--- src/rtl/vector_player_pkg.sv ---
// Shared types and helpers for the vector_player stimulus/response sequencer.
package vector_player_pkg;

  typedef enum logic [1:0] {IDLE, ISSUE, WAIT, DONE} state_t;

  localparam int IN_W_DEF  = 20;
  localparam int OUT_W_DEF = 10;

  // Increment that sticks at max instead of wrapping.
  function automatic logic [31:0] sat_inc(input logic [31:0] v, input logic [31:0] max);
    return (v >= max) ? max : v + 32'd1;
  endfunction

endpackage

--- src/rtl/vector_player_mem.sv ---
// Slot storage: stimulus and expected-response arrays sharing one write port,
// each with its own asynchronous read address.
module vector_player_mem #(
  parameter int IN_W  = 20,
  parameter int OUT_W = 10,
  parameter int DEPTH = 16,
  parameter int AW    = $clog2(DEPTH)
) (
  input  logic             clk,
  input  logic             we,
  input  logic [AW-1:0]    waddr,
  input  logic [IN_W-1:0]  wstim,
  input  logic [OUT_W-1:0] wexp,
  input  logic [AW-1:0]    stim_addr,
  output logic [IN_W-1:0]  stim_data,
  input  logic [AW-1:0]    exp_addr,
  output logic [OUT_W-1:0] exp_data
);

  logic [IN_W-1:0]  stim_mem [DEPTH];
  logic [OUT_W-1:0] exp_mem  [DEPTH];

  always_ff @(posedge clk) begin
    if (we) begin
      stim_mem[waddr] <= wstim;
      exp_mem[waddr]  <= wexp;
    end
  end

  assign stim_data = stim_mem[stim_addr];
  assign exp_data  = exp_mem[exp_addr];

endmodule

--- src/rtl/vector_player.sv ---
// Stimulus/response sequencer: plays preloaded vectors into a DUT wrapper and scores responses.
// Optional result capture RAM enabled by defining VECTOR_PLAYER_CAPTURE_EN.
module vector_player
  import vector_player_pkg::*;
#(
  parameter int IN_W    = IN_W_DEF,
  parameter int OUT_W   = OUT_W_DEF,
  parameter int DEPTH   = 16,
  parameter int AW      = $clog2(DEPTH),
  parameter int TIMEOUT = 8
) (
  input  logic             clk,
  input  logic             rst,
  input  logic             load_we,
  input  logic [AW-1:0]    load_addr,
  input  logic [IN_W-1:0]  load_stim,
  input  logic [OUT_W-1:0] load_exp,
  input  logic             start,
  input  logic [AW:0]      num_vec,
  output logic [IN_W-1:0]  stim_o,
  output logic             stim_valid,
  input  logic [OUT_W-1:0] resp_i,
  input  logic             resp_valid,
  output logic             busy,
  output logic             done,
  output logic             pass,
  output logic [AW:0]      err_count,
  output logic [AW-1:0]    first_err_idx,
  output logic             timeout_flag,
  input  logic [AW-1:0]    rd_addr,
  output logic [OUT_W-1:0] rd_data
);

  localparam int          TW      = (TIMEOUT > 1) ? $clog2(TIMEOUT) : 1;
  localparam logic [31:0] ERR_MAX = 32'((64'd1 << (AW + 1)) - 64'd1);

  state_t           state;
  logic [AW-1:0]    idx;
  logic [AW:0]      n_vec;
  logic [TW-1:0]    wcnt;
  logic [AW:0]      idx_nxt;
  logic [AW:0]      n_start;
  logic [AW:0]      err_inc;
  logic [IN_W-1:0]  stim_data;
  logic [OUT_W-1:0] exp_data;
  logic             mismatch;
  logic             idle_like;

  assign idle_like = (state == IDLE) || (state == DONE);
  assign idx_nxt   = (AW + 1)'(idx) + (AW + 1)'(1);
  assign n_start   = (num_vec > (AW + 1)'(DEPTH)) ? (AW + 1)'(DEPTH) : num_vec;
  assign err_inc   = (AW + 1)'(sat_inc(32'(err_count), ERR_MAX));
  assign mismatch  = (resp_i != exp_data);

  // While waiting, prefetch the next stimulus so ISSUE can be entered with stim_o already valid.
  vector_player_mem #(.IN_W(IN_W), .OUT_W(OUT_W), .DEPTH(DEPTH), .AW(AW)) u_mem (
    .clk       (clk),
    .we        (load_we && idle_like),
    .waddr     (load_addr),
    .wstim     (load_stim),
    .wexp      (load_exp),
    .stim_addr ((state == WAIT) ? idx_nxt[AW-1:0] : '0),
    .stim_data (stim_data),
    .exp_addr  (idx),
    .exp_data  (exp_data)
  );

  always_ff @(posedge clk) begin
    if (rst) begin
      state         <= IDLE;
      stim_o        <= '0;
      stim_valid    <= 1'b0;
      busy          <= 1'b0;
      done          <= 1'b0;
      pass          <= 1'b0;
      err_count     <= '0;
      first_err_idx <= '0;
      timeout_flag  <= 1'b0;
      idx           <= '0;
      n_vec         <= '0;
      wcnt          <= '0;
    end else begin
      case (state)
        IDLE, DONE: begin
          if (start) begin
            idx           <= '0;
            err_count     <= '0;
            first_err_idx <= '0;
            timeout_flag  <= 1'b0;
            n_vec         <= n_start;
            wcnt          <= '0;
            if (n_start == '0) begin
              state <= DONE;
              done  <= 1'b1;
              pass  <= 1'b1;
            end else begin
              state      <= ISSUE;
              stim_o     <= stim_data;
              stim_valid <= 1'b1;
              busy       <= 1'b1;
              done       <= 1'b0;
              pass       <= 1'b0;
            end
          end
        end
        ISSUE: begin
          state      <= WAIT;
          stim_valid <= 1'b0;
          wcnt       <= '0;
        end
        WAIT: begin
          if (resp_valid) begin
            if (mismatch) begin
              err_count <= err_inc;
              if (err_count == '0) first_err_idx <= idx;
            end
            if (idx_nxt < n_vec) begin
              state      <= ISSUE;
              idx        <= idx_nxt[AW-1:0];
              stim_o     <= stim_data;
              stim_valid <= 1'b1;
            end else begin
              state <= DONE;
              busy  <= 1'b0;
              done  <= 1'b1;
              pass  <= !mismatch && (err_count == '0);
            end
          end else if (wcnt == TW'(TIMEOUT - 1)) begin
            // Timeout counts as an error and abandons the remaining vectors.
            err_count    <= err_inc;
            if (err_count == '0) first_err_idx <= idx;
            timeout_flag <= 1'b1;
            state        <= DONE;
            busy         <= 1'b0;
            done         <= 1'b1;
            pass         <= 1'b0;
          end else begin
            wcnt <= wcnt + TW'(1);
          end
        end
        default: state <= IDLE;
      endcase
    end
  end

`ifdef VECTOR_PLAYER_CAPTURE_EN
  logic [OUT_W-1:0] cap_mem [DEPTH];

  always_ff @(posedge clk) begin
    if (!rst && state == WAIT && resp_valid) cap_mem[idx] <= resp_i;
  end

  always_ff @(posedge clk) begin
    if (rst) rd_data <= '0;
    else     rd_data <= cap_mem[rd_addr];
  end
`else
  logic unused_rd;
  assign unused_rd = ^rd_addr;
  assign rd_data   = '0;
`endif

endmodule

--- config.mk ---
export PLATFORM = sky130hd
export DESIGN_NAME = vector_player
export DESIGN_NICKNAME = d
export VERILOG_FILES = /design/src/rtl/vector_player_pkg.sv /design/src/rtl/vector_player_mem.sv /design/src/rtl/vector_player.sv
export SDC_FILE = /design/constraint.sdc
export NUM_CORES = 1
export LEC_CHECK = 0
export ABC_AREA = 1
export CORE_MARGIN = 5
export CORE_UTILIZATION = 60
export CTS_CLUSTER_DIAMETER = 150
export CTS_CLUSTER_SIZE = 25
export DETAILED_ROUTE_END_ITERATION = 7
export HOLD_SLACK_MARGIN = 0.03
export MAX_ROUTING_LAYER = met4
export PLACE_DENSITY = 0.87
export SYNTH_ARGS = -nofsm -noshare
export SYNTH_HDL_FRONTEND = slang
export SYNTH_SLANG_ARGS = --single-unit
--- constraint.sdc ---
create_clock -name clk -period 3.35 [get_ports clk]
set_input_delay 0.67 -clock clk [delete_from_list [all_inputs] [get_ports clk]]
set_output_delay 0.67 -clock clk [all_outputs]
set_load 0.05 [all_outputs]
==> results of run 1 <==
## flip-flops by register name, summed over array words and instances, names as in the netlist, 2 cells and up, named ones only
signal          count
u_mem.stim_mem    320
u_mem.exp_mem     160
stim_o             20
err_count           5
n_vec               5
first_err_idx       4
idx                 4
wcnt                3
state               2
## cells in the final DEF, fill, tap and decap left out, types with 2 or more instances in the layout
| cell | synthesis | final |
|---|---|---|
| conb_1 | 1 | 10 |
| ha_1 | 13 | 13 |
| buf_12 | 0 | 17 |
| a21oi_1 | 41 | 41 |
| dfxtp_1 | 52 | 50 |
| inv_2 | 11 | 12 |
| nor2_2 | 2 | 2 |
| nand3b_1 | 4 | 4 |
| or2_2 | 2 | 2 |
| o22ai_1 | 40 | 40 |
| buf_4 | 18 | 25 |
| nand2_2 | 0 | 2 |
| nor2_4 | 2 | 18 |
| o221ai_1 | 40 | 40 |
| nand4_1 | 9 | 9 |
| nor3_1 | 3 | 3 |
| a31oi_1 | 5 | 5 |
| nand2_1 | 238 | 236 |
| inv_1 | 134 | 133 |
| xor2_1 | 2 | 2 |
| nand3_2 | 3 | 4 |
| clkbuf_16 | 0 | 25 |
| edfxtp_1 | 480 | 480 |
| dfxtp_2 | 0 | 2 |
| a211oi_1 | 5 | 5 |
| nor2_1 | 249 | 233 |
| o211ai_1 | 48 | 48 |
| clkbuf_1 | 72 | 19 |
| clkdlybuf4s50_1 | 0 | 87 |
| o211ai_2 | 2 | 2 |
| o21ai_1 | 55 | 55 |
| o21ai_0 | 171 | 171 |
| diode_2 | 0 | 2 |
| nand3_1 | 97 | 96 |
## tightest hold or removal path: cells and delay by family, from the launching register on
family / cells / cell delay, ns
flops: 1 / 0.32
buf+inv: 1 / 0.05
compound gates: 1 / 0.05
## cell type report
class	instances	area [um2]	area share
Sequential cell	532	15500	0.645
Multi-Input combinational cell	1046	5270	0.220
Timing Repair Buffer	129	1400	0.0583
Clock buffer	44	697	0.0291
Tap cell	461	577	0.0241
Inverter	147	554	0.0231
Clock inverter	1	20.0	0.000835
Antenna cell	2	5.00	0.000209
## path summary, 6_finish.rpt
| kind | start | end | slack, ns | depth (start not counted) |
|---|---|---|---|---|
| worst max-delay path | idx[1] | register | 0.45 | 14 |
| worst min-delay path | stim_o[9] | stim_o[9] | 0.45 | 2 |
| worst max register to register | idx[1] | register | 0.45 | 14 |
| worst min register to register | stim_o[9] | stim_o[9] | 0.45 | 2 |
## through the flow
stage / hold WS [ns] / total power (uW)
2_1_floorplan: 0.435 / 11600
3_3_place_gp: 0.438 / 13100
3_5_place_dp: 0.438 / 13300
4_1_cts: 0.454 / 16600
5_1_grt: 0.471 / 17400
6_report: 0.451 / 16600
## routing by layer
| metal | vias up | part of all wire |
|---|---|---|
| met1 | 7023 | 0.37 |
| met4 | 0 | 0.039 |
| met3 | 141 | 0.10 |
| met2 | 902 | 0.49 |
| li1 | 6582 | - |
| met5 | - | 0 |
## kinds of logic after synthesis
kind of cell,count (synthesis)
AOI/OAI and AO/OA,409
xor gates and xnor gates,2
adders and majority gates,13
buffers and inverters,261
DFF,532
other,1
and+or+nand+nor,612
## where the power goes
part	switching (uW)	internal, uW	leakage (uW)
clock network	1930	1440	0.000340
registers	216	7650	0.00476
logic	3760	1630	0.00324
total	5910	10700	0.00833
==> run summary, run 1 <==
via count - 14648
clock sink total - 532
critical path's top delay family - simple AND/OR/NAND/NOR gates
Power Density - 693 nW/um2
Critical Path Sink Type - register
min Tclk post-route - 2.90 ns
met3 Use GR - 0.0381
Root Driver - clkbuf_16
critical path type - reg2reg
post-CTS setup buffer count - 0
ys flop type - edfxtp_1
Iter 0 DRT Violations - 1853
GRT Util Overall - 0.260
Placement Cell Area - 23300 um2
grt ovf - 0
cells after synthesis - 1830
global-route wire length before repair - 77500 um
Critical Path AT - 3.35 ns
setup repair after global routing missed its margin - false
status - finished, final reports clean
post-synthesis cell area - 21700 um2
TNS Setup - 0 ns
Post-Synth Adder-Cell Area - 0.00751
CTS Buffer Depth - 3
1st-pass router iterations - 6
Simple-Gate Fraction of Synth Area - 0.116
multiplexer share of the synthesized area - 0
worst setup margin - 0.447 ns
antenna violations before repair - 2
Fin. Hold Viols - 0
Finished Cell Area - 24000 um2
FP Rows - 69
Worst Skew - 0.0211 ns
largest family of logic cells by synthesized area - simple AND/OR/NAND/NOR gates
Area Overhead vs Synth - 10.7%
min-delay worst type - reg2reg
Req. time, crit path - 3.79 ns
fmax - 344 MHz
Post-Synth XOR/XNOR Area - 0.000808
hpwl dp - 29000 um
layout cell share with drive strength beyond 1 - 0.0606
Synth top area share - 0.665
Starting Density - 0.609
FILL cells - 2336
number of remaining DRC errors - 0
syn_area_per_cell - 11.8 um2
Wirelength per Cell - 21.8 um
post-cts sizing count - 0
Seq/Total Area, Yosys - 0.713
CP max FO - 7
die area - 40000 um2
Buffers & Inverters on Critical Path - 3
final non-filler cell total - 2362
Core Util, Final - 0.674
total wire length - 51600 um
clk slew on worst S/H paths - 0.10 ns
post-synth top area cell - edfxtp_1
startpoint types - register
max-capacitance violation count - 0
Placeable Area - 35600 um2
Post-synth EDFFs - 480
Synth area leaders - edfxtp_1, dfxtp_1, nor2_1, nand2_1, o21ai_0
met1 Track Usage GR - 0.333
CTS H-Tree Depth - 1
Slew HR - 0.385
die width - 200 um
vias in the first global route - 14208
fin. max-slew vios - 0
Top Ports - 102
yosys warns - 0
Avg Vias per Cell - 6.20
top-count cell post-synth - edfxtp_1
met2 usage - 0.424
worst skew pair latency - 0.57 ns
top post-synthesis cells by count - edfxtp_1, nor2_1, nand2_1
Layout Nets - 1952
Die Height - 200 um
max incr delay on CP - 0.41 ns
Setup-failing EPs final - 0
CTS tree - yes
crit-path cells - ha_1 -> xor2_1 -> ha_1 -> nand2_1 -> inv_1 -> o21ai_0 -> nand3_1 -> inv_1 -> nor2_1 -> or3_1 -> nor2_1 -> inv_2 -> o21ai_0 -> a21oi_1
Yosys cell types - 37
Routed Antenna Nets - 0
Hold-fix buffers, CTS - 0
Async S/R FF share, synth - 0
fin crit share - 0.867
# placed instances - 2315
GRT busiest layer - met2
number of synthesized register bits - 532
Tightest Pin Transition - 0.923 ns
Place WS - 0.558 ns
PortBufs - 87
Routability Congestion - 0.812
Synth Area in Compound Gates - 0.111
slowest CP cell - nor2_1
Leak Pwr - 0.00833 uW
pin count of the biggest net entering global routing - 83
Peak VDD IR - 0.000510 V
CTS Buf Count - 25
Note: power is estimated with default switching activity, not from simulation.
==> run 2: changes to the inputs <==
--- a/config.mk
+++ b/config.mk
@@ -13,7 +13,7 @@
 export DETAILED_ROUTE_END_ITERATION = 7
 export HOLD_SLACK_MARGIN = 0.03
 export MAX_ROUTING_LAYER = met4
-export PLACE_DENSITY = 0.87
+export PLACE_DENSITY = 0.79
 export SYNTH_ARGS = -nofsm -noshare
 export SYNTH_HDL_FRONTEND = slang
 export SYNTH_SLANG_ARGS = --single-unit
==> constraint.sdc (replaced) <==
create_clock -name clk -period 3.7 [get_ports clk]
set_input_delay 0.74 -clock clk [delete_from_list [all_inputs] [get_ports clk]]
set_output_delay 0.74 -clock clk [all_outputs]
set_load 0.05 [all_outputs]
==> run 2 against run 1 <==
Compared with the run above:
- first-iteration DRC count shrank 8.6%
- cell count shrank 0.47%
- core utilization shrank 0.48 points
- worst setup slack gained 0.081 ns
- routed wire length shrank 0.46%
- highest routed layer unchanged
==> run summary, run 2 (synthesis gave the netlist of run 1 again) <==
Critical Path AT - 3.61 ns (+0.26 ns)
grt ovf - 0 (unchanged)
Avg Vias per Cell - 6.11 (-1.5%)
power share of the combinational group - 0.319 (-0.005)
antenna violations before repair - 2 (unchanged)
setup repair after global routing missed its margin - false
sw power - 5390 uW (-8.7%)
Setup-failing EPs final - 0 (unchanged)
post-CTS setup buffer count - 0 (unchanged)
vias in the first global route - 14233 (+0.18%)
via count - 14363 (-1.9%)
Area Overhead vs Synth - 9.89%
critical path type - reg2reg
most common cell after layout, fill and taps aside - edfxtp_1
# placed instances - 2303 (-0.52%)
Top Ports - 102 (unchanged)
pin count of the biggest net entering global routing - 141 (+70%)
Routability Congestion - 0.868 (+6.8%)
worst reg2reg path endpoint - stim_o[3]
1st-pass router iterations - 5 (-1)
Peak VDD IR - 0.000408 V (-20%)
Internal - 9660 uW (-9.9%)
Multi-input gate area - 5270 um2 (unchanged)
CTS Buf Count - 25 (unchanged)
most frequent cells in the layout - edfxtp_1, nand2_1, nor2_1, o21ai_0, inv_1
Reg area - 15500 um2 (unchanged)
fin crit share - 0.857 (-0.00938)
FILL cells - 2517 (+7.7%)
max reg flops - 320 (unchanged)
number of remaining DRC errors - 0 (unchanged)
biggest regs - u_mem.stim_mem (320), u_mem.exp_mem (160), stim_o (20)
Placeable Area - 35600 um2 (unchanged)
total wire length - 51400 um (-0.46%)
Fin. Hold Viols - 0 (unchanged)
clk slew on worst S/H paths - 0.10 ns (about the same)
Worst Skew - 0.0189 ns (-0.00218 ns)
CP endpoint - stim_o[3]
die width - 200 um (unchanged)
Hold-fix buffers, CTS - 0 (unchanged)
worst reg2reg setup slack - 0.53 ns (+0.08 ns)
post-cts sizing count - 0 (unchanged)
Req. time, crit path - 4.14 ns (+0.35 ns)
max-capacitance violation count - 0 (unchanged)
Critical Path Sink Type - register
Slew HR - 0.350 (-0.0348)
register share of total power - 0.474 (about the same)
Wirelength per Cell - 21.8 um (about the same)
CTS H-Tree Depth - 1 (unchanged)
Iter 0 DRT Violations - 1693 (-8.6%)
Setup crit start - idx[0]
Die Height - 200 um (unchanged)
Routed Antenna Nets - 0 (unchanged)
CP max FO - 40 (+33)
clock sink total - 532 (unchanged)
FF-to-FF path depth - 13 (-1)
Leak Pwr - 0.00826 uW (-0.89%)
TNS Setup - 0 ns (unchanged)
final non-filler cell total - 2351 (-0.47%)
Clk pwr share - 0.207 (+0.004)
FP Rows - 69 (unchanged)
startpoint types - register
CTS Buffer Depth - 3 (unchanged)
hpwl dp - 28400 um (-2.1%)
global-route wire length before repair - 78900 um (+1.8%)
die area - 40000 um2 (unchanged)
worst r2r src - idx[0]
Top reg by flops - u_mem.stim_mem
Tightest Pin Transition - 0.975 ns (+0.0523 ns)
Core Util, Final - 0.669 (-0.00478)
CTS tree - yes
Layout Nets - 1940 (-0.61%)
GRT Util Overall - 0.262 (+0.00241)
worst skew pair latency - 0.59 ns (+0.02 ns)
PortBufs - 87 (unchanged)
min-delay worst type - reg2reg
min Tclk post-route - 3.17 ns (+0.269 ns)
Root Driver - clkbuf_16
layout cell share with drive strength beyond 1 - 0.0551 (-0.00547)
switching portion of total power - 0.358 (+0.00291)
fmax - 315 MHz (-8.5%)
Power Density - 632 nW/um2 (-8.8%)
Starting Density - 0.609 (unchanged)
fin. max-slew vios - 0 (unchanged)
status - finished, final reports clean
run 2: cell types whose count changed in the layout (fill, tap and decap cells not counted), sizes merged:
cell	before	now
buf	42	30
inv	147	148
run 2: how the worst min path moves through the flow:
stage	startpoint	endpoint	slack, ns	cells past startpoint
finish	stim_o[14]	stim_o[14]	0.45	2
global placement	stim_o[11]	stim_o[11]	0.43	2
floorplan	n_vec[4]	n_vec[4]	0.44	2
global route	stim_o[10]	stim_o[10]	0.47	2
CTS	stim_o[13]	stim_o[13]	0.45	2
detailed placement	stim_o[13]	stim_o[13]	0.44	2
run 2: cell type report:
| type | count | share of cell area |
|---|---|---|
| Sequential cell | 532 | 0.649 |
| Antenna cell | 2 | 0.000210 |
| Clock buffer | 44 | 0.0293 |
| Tap cell | 461 | 0.0242 |
| Timing Repair Buffer | 117 | 0.0508 |
| Inverter | 147 | 0.0233 |
| Multi-Input combinational cell | 1046 | 0.221 |
| Clock inverter | 2 | 0.00168 |
run 2: per-layer routing:
layer | vias up | GRT usage | wire length, um
met1 | 7004 | 0.335 | 19700
li1 | 6552 | - | -
met3 | 119 | 0.0369 | 4220
met4 | 0 | 0.0765 | 1450
met2 | 688 | 0.445 | 26000
met5 | - | - | 0
run 2: through the flow:
step	setup slack (ns)	cell area, um2	hold slack [ns]	total power [uW]
floorplan	1.00	21700	0.435	10500
global placement	0.632	23100	0.435	11900
detailed placement	0.470	23100	0.438	12000
CTS	0.539	23800	0.452	15000
global route	0.162	23800	0.468	15800
finish	0.528	23800	0.450	15100
run 2: worst max-delay path, cell delays in order, from the launching register on:
cell and delay [ns]:
dfxtp_2 0.43, ha_1 0.20, xor2_1 0.23, ha_1 0.28
nand2_1 0.07, inv_1 0.03, o21ai_0 0.13, nand3_1 0.09
inv_1 0.07, nor2_1 0.06, nor2_1 0.21, nand3_2 0.71
o21ai_1 0.42, a21oi_1 0.07
run 2: power by group through the flow:
| stage | clock (uW) | sequential, uW | combinational (uW) |
|---|---|---|---|
| after floorplan | 0 | 7830 | 2700 |
| after global placement | 0 | 7260 | 4630 |
| after detailed placement | 0 | 7270 | 4760 |
| after CTS | 3120 | 7140 | 4780 |
| after global routing | 3330 | 7180 | 5250 |
| final | 3110 | 7140 | 4800 |
==> run 3: changes to the inputs <==
--- a/config.mk
+++ b/config.mk
@@ -13,7 +13,7 @@
 export DETAILED_ROUTE_END_ITERATION = 7
 export HOLD_SLACK_MARGIN = 0.03
 export MAX_ROUTING_LAYER = met4
-export PLACE_DENSITY = 0.79
+export PLACE_DENSITY = 0.78
 export SYNTH_ARGS = -nofsm -noshare
 export SYNTH_HDL_FRONTEND = slang
 export SYNTH_SLANG_ARGS = --single-unit
==> run 3 against run 2 <==
Compared with the run above:
- non-clock buffer count grew 4
- core utilization hardly changed
- sequential power about the same
- die area did not move
- via count down 0.65%
- global-route usage shrank 0.87 points
- critical path depth unchanged
- largest power group unchanged
==> run summary, run 3 (synthesis gave the netlist of run 1 again) <==
GRT Util Overall - 0.254 (-0.00866)
met2 usage - 0.424 (-0.0210)
Iter 0 DRT Violations - 1702 (+0.53%)
fin. max-slew vios - 0 (unchanged)
FILL cells - 2499 (-0.72%)
max reg flops - 320 (unchanged)
grt ovf - 0 (unchanged)
worst reg2reg path endpoint - stim_o[16]
clk slew on worst S/H paths - 0.10 ns (about the same)
die width - 200 um (unchanged)
CP Depth - 13 (unchanged)
clock sink total - 532 (unchanged)
number of remaining DRC errors - 0 (unchanged)
hpwl dp - 27600 um (-2.9%)
max-capacitance violation count - 0 (unchanged)
min Tclk post-route - 3.13 ns (-0.0368 ns)
Core Util, Final - 0.669 (about the same)
Fin. Hold Viols - 0 (unchanged)
Die Height - 200 um (unchanged)
FF-to-FF path depth - 13 (unchanged)
CP endpoint - stim_o[16]
Hold-fix buffers, CTS - 0 (unchanged)
critical path's top delay family - simple AND/OR/NAND/NOR gates
Placeable Area - 35600 um2 (unchanged)
most common cell after layout, fill and taps aside - edfxtp_1
Power Density - 627 nW/um2 (-0.84%)
Buffers & Inverters on Critical Path - 2 (unchanged)
global-route wire length before repair - 76400 um (-3.1%)
Routability Congestion - 0.847 (-2.4%)
worst r2r src - idx[0]
n_diodes - 0 (-2)
Avg Vias per Cell - 6.06 (-0.74%)
Slew HR - 0.334 (-0.0154)
layout cell share with drive strength beyond 1 - 0.0571 (+0.00200)
Root Driver - clkbuf_16
Leak Pwr - 0.00827 uW (+0.11%)
antenna violations before repair - 0 (-2)
Critical Path AT - 3.56 ns (-0.05 ns)
met1 Track Usage GR - 0.335 (+0.000389)
fin crit share - 0.847 (-0.00996)
Critical Path Sink Type - register
Setup crit start - idx[0]
worst skew pair latency - 0.57 ns (-0.02 ns)
PortBufs - 87 (unchanged)
Worst Skew - 0.0226 ns (+0.00366 ns)
1st-pass router iterations - 5 (unchanged)
biggest regs - u_mem.stim_mem (320), u_mem.exp_mem (160), stim_o (20)
vias in the first global route - 13900 (-2.3%)
critical path type - reg2reg
Top Ports - 102 (unchanged)
TNS Setup - 0 ns (unchanged)
crit-path cells - ha_1 -> xor2_1 -> ha_1 -> nand2_1 -> inv_1 -> o21ai_0 -> nand3_1 -> inv_1 -> nor2_1 -> nor2_1 -> nand3_2 -> o21ai_1 -> a21oi_1
via count - 14269 (-0.65%)
Starting Density - 0.609 (unchanged)
post-cts sizing count - 0 (unchanged)
slowest CP cell - nand3_2
worst reg2reg setup slack - 0.57 ns (+0.04 ns)
Tightest Pin Transition - 0.997 ns (+0.0220 ns)
total wire length - 50400 um (-1.9%)
Peak VDD IR - 0.000475 V (+16%)
CTS tree - yes
most frequent cells in the layout - edfxtp_1, nand2_1, nor2_1, o21ai_0, inv_1
GRT busiest layer - met2
startpoint types - register
met3 Use GR - 0.0243 (-0.0126)
min-delay worst type - reg2reg
CTS H-Tree Depth - 1 (unchanged)
FP Rows - 69 (unchanged)
Layout Nets - 1944 (+0.21%)
CTS Buffer Depth - 3 (unchanged)
Area Overhead vs Synth - 9.90% (about the same)
Routed Antenna Nets - 0 (unchanged)
pin count of the biggest net entering global routing - 161 (+14%)
CTS Buf Count - 25 (unchanged)
Req. time, crit path - 4.13 ns (about the same)
worst hold slack - 0.449 ns (-0.00127 ns)
Wirelength per Cell - 21.4 um (-2.0%)
setup repair after global routing missed its margin - false
Setup-failing EPs final - 0 (unchanged)
die area - 40000 um2 (unchanged)
status - finished, final reports clean
Top reg by flops - u_mem.stim_mem
post-CTS setup buffer count - 0 (unchanged)
fmax - 319 MHz (+1.2%)
CP max FO - 40 (unchanged)
max incr delay on CP - 0.69 ns (-0.02 ns)
run 3: changes by cell type in the layout (fill, tap and decap cells not counted):
cell,previous run,this run
buf_12,9,8
buf_4,21,26
diode_2,2,0
inv_16,2,1
inv_6,0,1
run 3: layout make-up:
class	count	area [um2]	area share
tap	461	577	0.0242
timing repair buffer	121	1230	0.0515
clock buffer	44	697	0.0293
sequential	532	15500	0.649
inverter	147	554	0.0233
multi-input combinational	1046	5270	0.221
clock inverter	2	28.8	0.00121
run 3: how the worst min path moves through the flow:
stage | from | end | slack, ns | cells after the start
3_5_place_dp | stim_o[18] | stim_o[18] | 0.44 | 2
5_1_grt | stim_o[10] | stim_o[10] | 0.47 | 2
2_1_floorplan | n_vec[4] | n_vec[4] | 0.44 | 2
3_3_place_gp | stim_o[17] | stim_o[17] | 0.43 | 2
6_report | stim_o[18] | stim_o[18] | 0.45 | 2
4_1_cts | stim_o[18] | stim_o[18] | 0.45 | 2
run 3: power breakdown:
group	internal (uW)	switching (uW)
clock	1310	1770
combinational	1420	3280
sequential	6930	222
total	9660	5270
run 3: tightest hold or removal path, cell delays in order (launching register included):
cell and delay [ns]:
dfxtp_1 0.32, inv_1 0.04, a21oi_1 0.05
run 3: metal layers:
metal | routed length (um) | vias up | part of all wire
li1 | - | 6563 | -
met1 | 19900 | 6928 | 0.39
met2 | 25200 | 671 | 0.50
met3 | 3840 | 107 | 0.076
met4 | 1480 | 0 | 0.029
met5 | 0 | - | 0
run 3: metrics by stage:
step	total power (uW)	cells	instance area, um2	setup slack (ns)
global placement	11900	2307	23100	0.648
global route	15700	2353	23800	0.311
detailed placement	12000	2307	23100	0.542
floorplan	10500	1839	21700	1.00
finish	14900	2353	23800	0.565
CTS	15000	2353	23800	0.606
